<file path="src/rtl/cache_miss_controller.sv">
// Cache miss controller: sequences hit completion, dirty-victim writeback, line fill and
// write-through stores around a word-serial higher-memory port.
module cache_miss_controller #(
   parameter int unsigned WORDS_PER_BLOCK = 4,
   parameter int unsigned WRITE_THROUGH   = 0,
   localparam int unsigned CW             = $clog2(WORDS_PER_BLOCK)
) (
   input  logic          clk,
   input  logic          rst_n,
   input  logic          req_valid,
   input  logic          req_op,
   output logic          req_ready,
   input  logic          valid_block_match,
   input  logic          valid_dirty_bit,
   output logic          hmem_req_valid,
   output logic          hmem_req_op,
   input  logic          hmem_ready,
   output logic [CW-1:0] word_index,
   output logic          miss_recovery_mode,
   output logic          clear_selected_dirty_bit,
   output logic          set_selected_dirty_bit,
   output logic          perform_write,
   output logic          clear_selected_valid_bit,
   output logic          finish_new_line_install,
   output logic          set_hmem_block_address,
   output logic          use_victim_tag_for_hmem_block_address,
   output logic          busy
);

   localparam logic [CW-1:0] CntMax = CW'(WORDS_PER_BLOCK - 1);

   typedef enum logic [2:0] {
      StIdle,
      StCompare,
      StWriteback,
      StFill,
      StInstall,
      StWtWrite
   } state_e;

   state_e        state_q, state_d;
   logic [CW-1:0] cnt_q, cnt_d;

   always_ff @(posedge clk or negedge rst_n) begin
      if (!rst_n) begin
         state_q <= StIdle;
         cnt_q   <= '0;
      end else begin
         state_q <= state_d;
         cnt_q   <= cnt_d;
      end
   end

   assign word_index = cnt_q;

   always_comb begin
      state_d                               = state_q;
      cnt_d                                 = cnt_q;
      req_ready                             = 1'b0;
      hmem_req_valid                        = 1'b0;
      hmem_req_op                           = 1'b0;
      miss_recovery_mode                    = 1'b0;
      clear_selected_dirty_bit              = 1'b0;
      set_selected_dirty_bit                = 1'b0;
      perform_write                         = 1'b0;
      clear_selected_valid_bit              = 1'b0;
      finish_new_line_install               = 1'b0;
      set_hmem_block_address                = 1'b0;
      use_victim_tag_for_hmem_block_address = 1'b0;
      busy                                  = (state_q != StIdle);

      unique case (state_q)
         StIdle: begin
            if (req_valid) state_d = StCompare;
         end
         StCompare: begin
            if (valid_block_match) begin
               if (!req_op) begin
                  req_ready = 1'b1;
                  state_d   = StIdle;
               end else if (WRITE_THROUGH != 0) begin
                  perform_write = 1'b1;
                  state_d       = StWtWrite;
               end else begin
                  perform_write          = 1'b1;
                  set_selected_dirty_bit = 1'b1;
                  req_ready              = 1'b1;
                  state_d                = StIdle;
               end
            end else if ((WRITE_THROUGH == 0) && valid_dirty_bit) begin
               set_hmem_block_address                = 1'b1;
               use_victim_tag_for_hmem_block_address = 1'b1;
               cnt_d                                 = CntMax;
               state_d                               = StWriteback;
            end else begin
               set_hmem_block_address   = 1'b1;
               clear_selected_valid_bit = 1'b1;
               cnt_d                    = CntMax;
               state_d                  = StFill;
            end
         end
         StWriteback: begin
            miss_recovery_mode = 1'b1;
            hmem_req_valid     = 1'b1;
            hmem_req_op        = 1'b1;
            if (hmem_ready) begin
               if (cnt_q == '0) begin
                  // Victim fully written: retarget the address at the missing line.
                  clear_selected_dirty_bit = 1'b1;
                  set_hmem_block_address   = 1'b1;
                  clear_selected_valid_bit = 1'b1;
                  cnt_d                    = CntMax;
                  state_d                  = StFill;
               end else begin
                  cnt_d = cnt_q - 1'b1;
               end
            end
         end
         StFill: begin
            miss_recovery_mode = 1'b1;
            hmem_req_valid     = 1'b1;
            if (hmem_ready) begin
               if (cnt_q == '0) state_d = StInstall;
               else             cnt_d   = cnt_q - 1'b1;
            end
         end
         StInstall: begin
            finish_new_line_install = 1'b1;
            state_d                 = StCompare;
         end
         StWtWrite: begin
            hmem_req_valid = 1'b1;
            hmem_req_op    = 1'b1;
            if (hmem_ready) begin
               req_ready = 1'b1;
               state_d   = StIdle;
            end
         end
         default: state_d = StIdle;
      endcase
   end

endmodule

</file>
<file path="config.mk">
export PLATFORM = sky130hd
export DESIGN_NAME = cache_miss_controller
export DESIGN_NICKNAME = d
export VERILOG_FILES = /design/src/rtl/cache_miss_controller.sv
export SDC_FILE = /design/constraint.sdc
export NUM_CORES = 1
export LEC_CHECK = 0
export ABC_AREA = 1
export CELL_PAD_IN_SITES_DETAIL_PLACEMENT = 1
export CELL_PAD_IN_SITES_GLOBAL_PLACEMENT = 1
export CORE_UTILIZATION = 26
export CTS_CLUSTER_DIAMETER = 200
export CTS_CLUSTER_SIZE = 30
export DETAILED_ROUTE_END_ITERATION = 8
export PLACE_DENSITY_LB_ADDON = 0.1
export SLEW_MARGIN = 20
export SYNTH_ARGS = -nofsm -noshare
export SYNTH_HDL_FRONTEND = slang
export SYNTH_SLANG_ARGS = --single-unit
</file>
<file path="constraint.sdc">
create_clock -name clk -period 1.35 [get_ports clk]
set_input_delay 0.2025 -clock clk [delete_from_list [all_inputs] [get_ports clk]]
set_output_delay 0.2025 -clock clk [all_outputs]
set_load 0.005 [all_outputs]
</file>
==> results of run 1 <==
[cell usage after synthesis]
| cell | count |
|---|---|
| nor2_4 | 1 |
| inv_4 | 1 |
| nand4_1 | 3 |
| nor2_2 | 1 |
| o21ai_0 | 2 |
| dfrtp_1 | 5 |
| o21ai_2 | 1 |
| o211ai_1 | 1 |
| nor2_1 | 11 |
| nand3_1 | 8 |
| nand2_2 | 2 |
| buf_2 | 1 |
| inv_1 | 8 |
| inv_2 | 1 |
| nand3_2 | 3 |
| nand3b_1 | 1 |
| ha_1 | 1 |
| buf_4 | 1 |
| nand2_1 | 22 |
[worst paths after layout]
path,startpoint,endpoint,slack (ps)
worst max-delay path,word_index[0],clear_selected_valid_bit,-280
worst min-delay path,rst_n,state_q[1],180
worst max register to register,word_index[0],state_q[0],-70
worst min register to register,word_index[0],word_index[0],640
max in group asynchronous,rst_n,state_q[0],930
min in group clk,word_index[0],word_index[0],640
[worst register-to-register path, cell delays in order (launching register included)]
cell and delay, ps:
dfrtp_1 360, inv_1 80, ha_4 170, buf_4 120, buf_4 130, inv_2 60, nand3_2 90, nand2_1 70
nand2_1 70, nand3_1 80, nand2_1 50
[repair_timing]
action / 4_1_cts / 5_1_grt
pin swaps: 8 / 7
endpoints found under the setup margin: 18 / 16
setup buffers: 9 / 3
cloned: 0 / 0
resized for setup: 55 / 22
[area by class of cell]
cell class / count / area [sq um]
Fill cell: 204 / 573
Timing Repair Buffer: 55 / 434
Multi-Input combinational cell: 57 / 363
Sequential cell: 5 / 128
Inverter: 10 / 40.0
Tap cell: 24 / 30.0
Clock buffer: 4 / 26.3
[through the flow]
stage | worst slack [ps] | power (uW) | instance area [sq um]
after global routing | -337 | 2850 | 1020
after CTS | -200 | 2370 | 967
after global placement | -320 | 1970 | 865
after floorplan | 177 | 1070 | 467
after detailed placement | -404 | 2040 | 865
final | -281 | 2690 | 1020
[registers in the layout (all words and copies together) (netlist names)]
| register | count |
|---|---|
| word_index | 2 |
| state_q | 3 |
[cell families (layout without fill, tap and decap cells)]
family / Yosys count / count (layout)
compound gates: 4 / 4
fa+ha+maj: 1 / 1
buf+inv: 12 / 69
flops: 5 / 5
simple gates: 52 / 52
[power by group through the flow]
| stage | logic, uW | clock network [uW] | registers, uW |
|---|---|---|---|
| after floorplan | 744 | 0 | 322 |
| after global placement | 1650 | 0 | 327 |
| after detailed placement | 1710 | 0 | 326 |
| after CTS | 1850 | 180 | 338 |
| after global routing | 2280 | 196 | 376 |
| final | 2140 | 187 | 368 |
[layer usage]
layer  up-vias  track usage [%]  wire, um
met5         -                0         0
met4         0             11.5        14
met3         2             6.53       121
met2        30             42.1      1450
met1       357             26.9      1000
li1        352                -         -
==> flow_metrics.env, run 1 <==
export IMPL_io_pins=21
export IMPL_grt_max_degree=7
export IMPL_end_kind="output pin"
export IMPL_cts_hold_fix_buffers=0
export IMPL_yosysWarnings=0
export IMPL_worstRegToRegCells=10
export IMPL_grt_ovfl_total=0
export IMPL_grt_first_pass_wirelength_mm=3.30
export IMPL_period_share_pct=121
export IMPL_synth_nets=82
export IMPL_stdcell_count=155
export IMPL_whs_ps=179
export IMPL_dieArea_sq_um=1970
export IMPL_vias=741
export IMPL_rows=14
export IMPL_switching_share_pct=47.0
export IMPL_synth_compound_area_share_pct=5.63
export IMPL_min_path_type="in -> async"
export IMPL_gp_congestion=0.858
export IMPL_syn_area_per_cell_sq_um=6.31
export IMPL_leakage_uw=0.000540
export IMPL_cp_required_ps=1150
export IMPL_drt_iter0_markers=12
export IMPL_via_per_inst=4.78
export IMPL_drive_gt1_share_pct=58.8
export IMPL_core_sq_um=1590
export IMPL_die_h_um=44.4
export IMPL_fin_skew_ps=12.7
export IMPL_post_route_min_period_ps=1630
export IMPL_ys_ff_latch=5
export IMPL_synth_xor_area_share_pct=0
export IMPL_clockPowerShare_pct=7.0
export IMPL_cts_tree="yes"
export IMPL_crit_slowest_cell="dfrtp_1"
export IMPL_port_buffer_count=20
export IMPL_synth_simple_area_share_pct=53.6
export IMPL_yosys_area_top_type="dfrtp_1"
export IMPL_fin_tns_setup_ps=-1740
export IMPL_synth_area_sq_um=467
export IMPL_yosysSeqAreaShare_pct=26.8
export IMPL_clock_latency_ps=260
export IMPL_die_w_um=44.4
export IMPL_max_freq_ghz=0.613
export IMPL_synth_area_top_cells="dfrtp_1 27%, nand2_1 18%, nor2_1 8.8%, nand3_1 8.6%, nand3_2 6.4%"
export IMPL_synth_adder_area_share_pct=2.68
export IMPL_violations="setup timing"
export IMPL_postSynthCellCount=74
export IMPL_cts_buffers_inserted=3
export IMPL_postRouteAntennaNets=0
export IMPL_wl_mm=2.59
export IMPL_track_usage_pct=24.1
export IMPL_worst_slack_ps=-281
export IMPL_status="complete, but fails checks"
export IMPL_max_slew_margin_rel_pct=82.5
export IMPL_power_frac_seq_pct=13.7
export IMPL_drc=0
export IMPL_critPathKind="reg -> out"
export IMPL_syn2layout_area_growth_pct=119
export IMPL_worst_path_max_fanout=3
export IMPL_crit_buf_inv=3
export IMPL_cpPeakStageDelay_ps=390
export IMPL_clockBufferDepth=2
export IMPL_antenna_found_initial=0
export IMPL_synth_top_family_by_area="simple AND/OR/NAND/NOR gates"
export IMPL_hold_viol=0
export IMPL_htreeDepth=1
export IMPL_clockRootBuffer="clkbuf_4"
export IMPL_avgRoutedWirePerCell_um=16.7
export IMPL_cp_data_arrival_time_ps=1430
export IMPL_max_slew_worst_pin_slew_ps=261
export IMPL_ir_drop_mv=1.33
export IMPL_n_antenna_cell=0
export IMPL_layout_commonest_cell="buf_4"
export IMPL_ys_types=19
export IMPL_intPower_uw=1430
export IMPL_setup_viol_count_final=14
export IMPL_pwr_share_comb_pct=79.4
export IMPL_crit_chain="inv_1 > ha_4 > nand4_1 > buf_4 > nand2_2 > buf_2"
export IMPL_cts_sinks=5
export IMPL_critPathTopFamily="buffers and inverters"
export IMPL_hpwl_mm=1.55
export IMPL_dr_pass1_iters=4
export IMPL_p_sw_uw=1270
export IMPL_report_final_slew_viol_count=0
export IMPL_dp_cells=140
export IMPL_rsz0062_at_grt="yes"
export IMPL_synth_top_area_share_pct=26.8
export IMPL_cp_start_kind="flip-flop"
export IMPL_critical_path_depth=6
export IMPL_utilization_pct=64.1
export IMPL_path_clk_slew_ps=60
export IMPL_finalNetCount=140
export IMPL_pwr_density_cell_nw_per_um2=2640
export IMPL_grt_pass1_vias=761
export IMPL_maxCapViolCount=0
export IMPL_start_util_pct=29.3
export IMPL_final_cell_mix="29 x buf_4, 17 x nand2_1, 9 x buf_2, 8 x nor2_1"
export IMPL_synth_mux_area_share_pct=0
Power figures use the tool's default switching activity.
==> run 2: changes to the inputs <==
- CTS_CLUSTER_DIAMETER: 200 -> unset
==> results of run 2 <==
The final DEF is identical to that of run 1; final timing and power are the same.
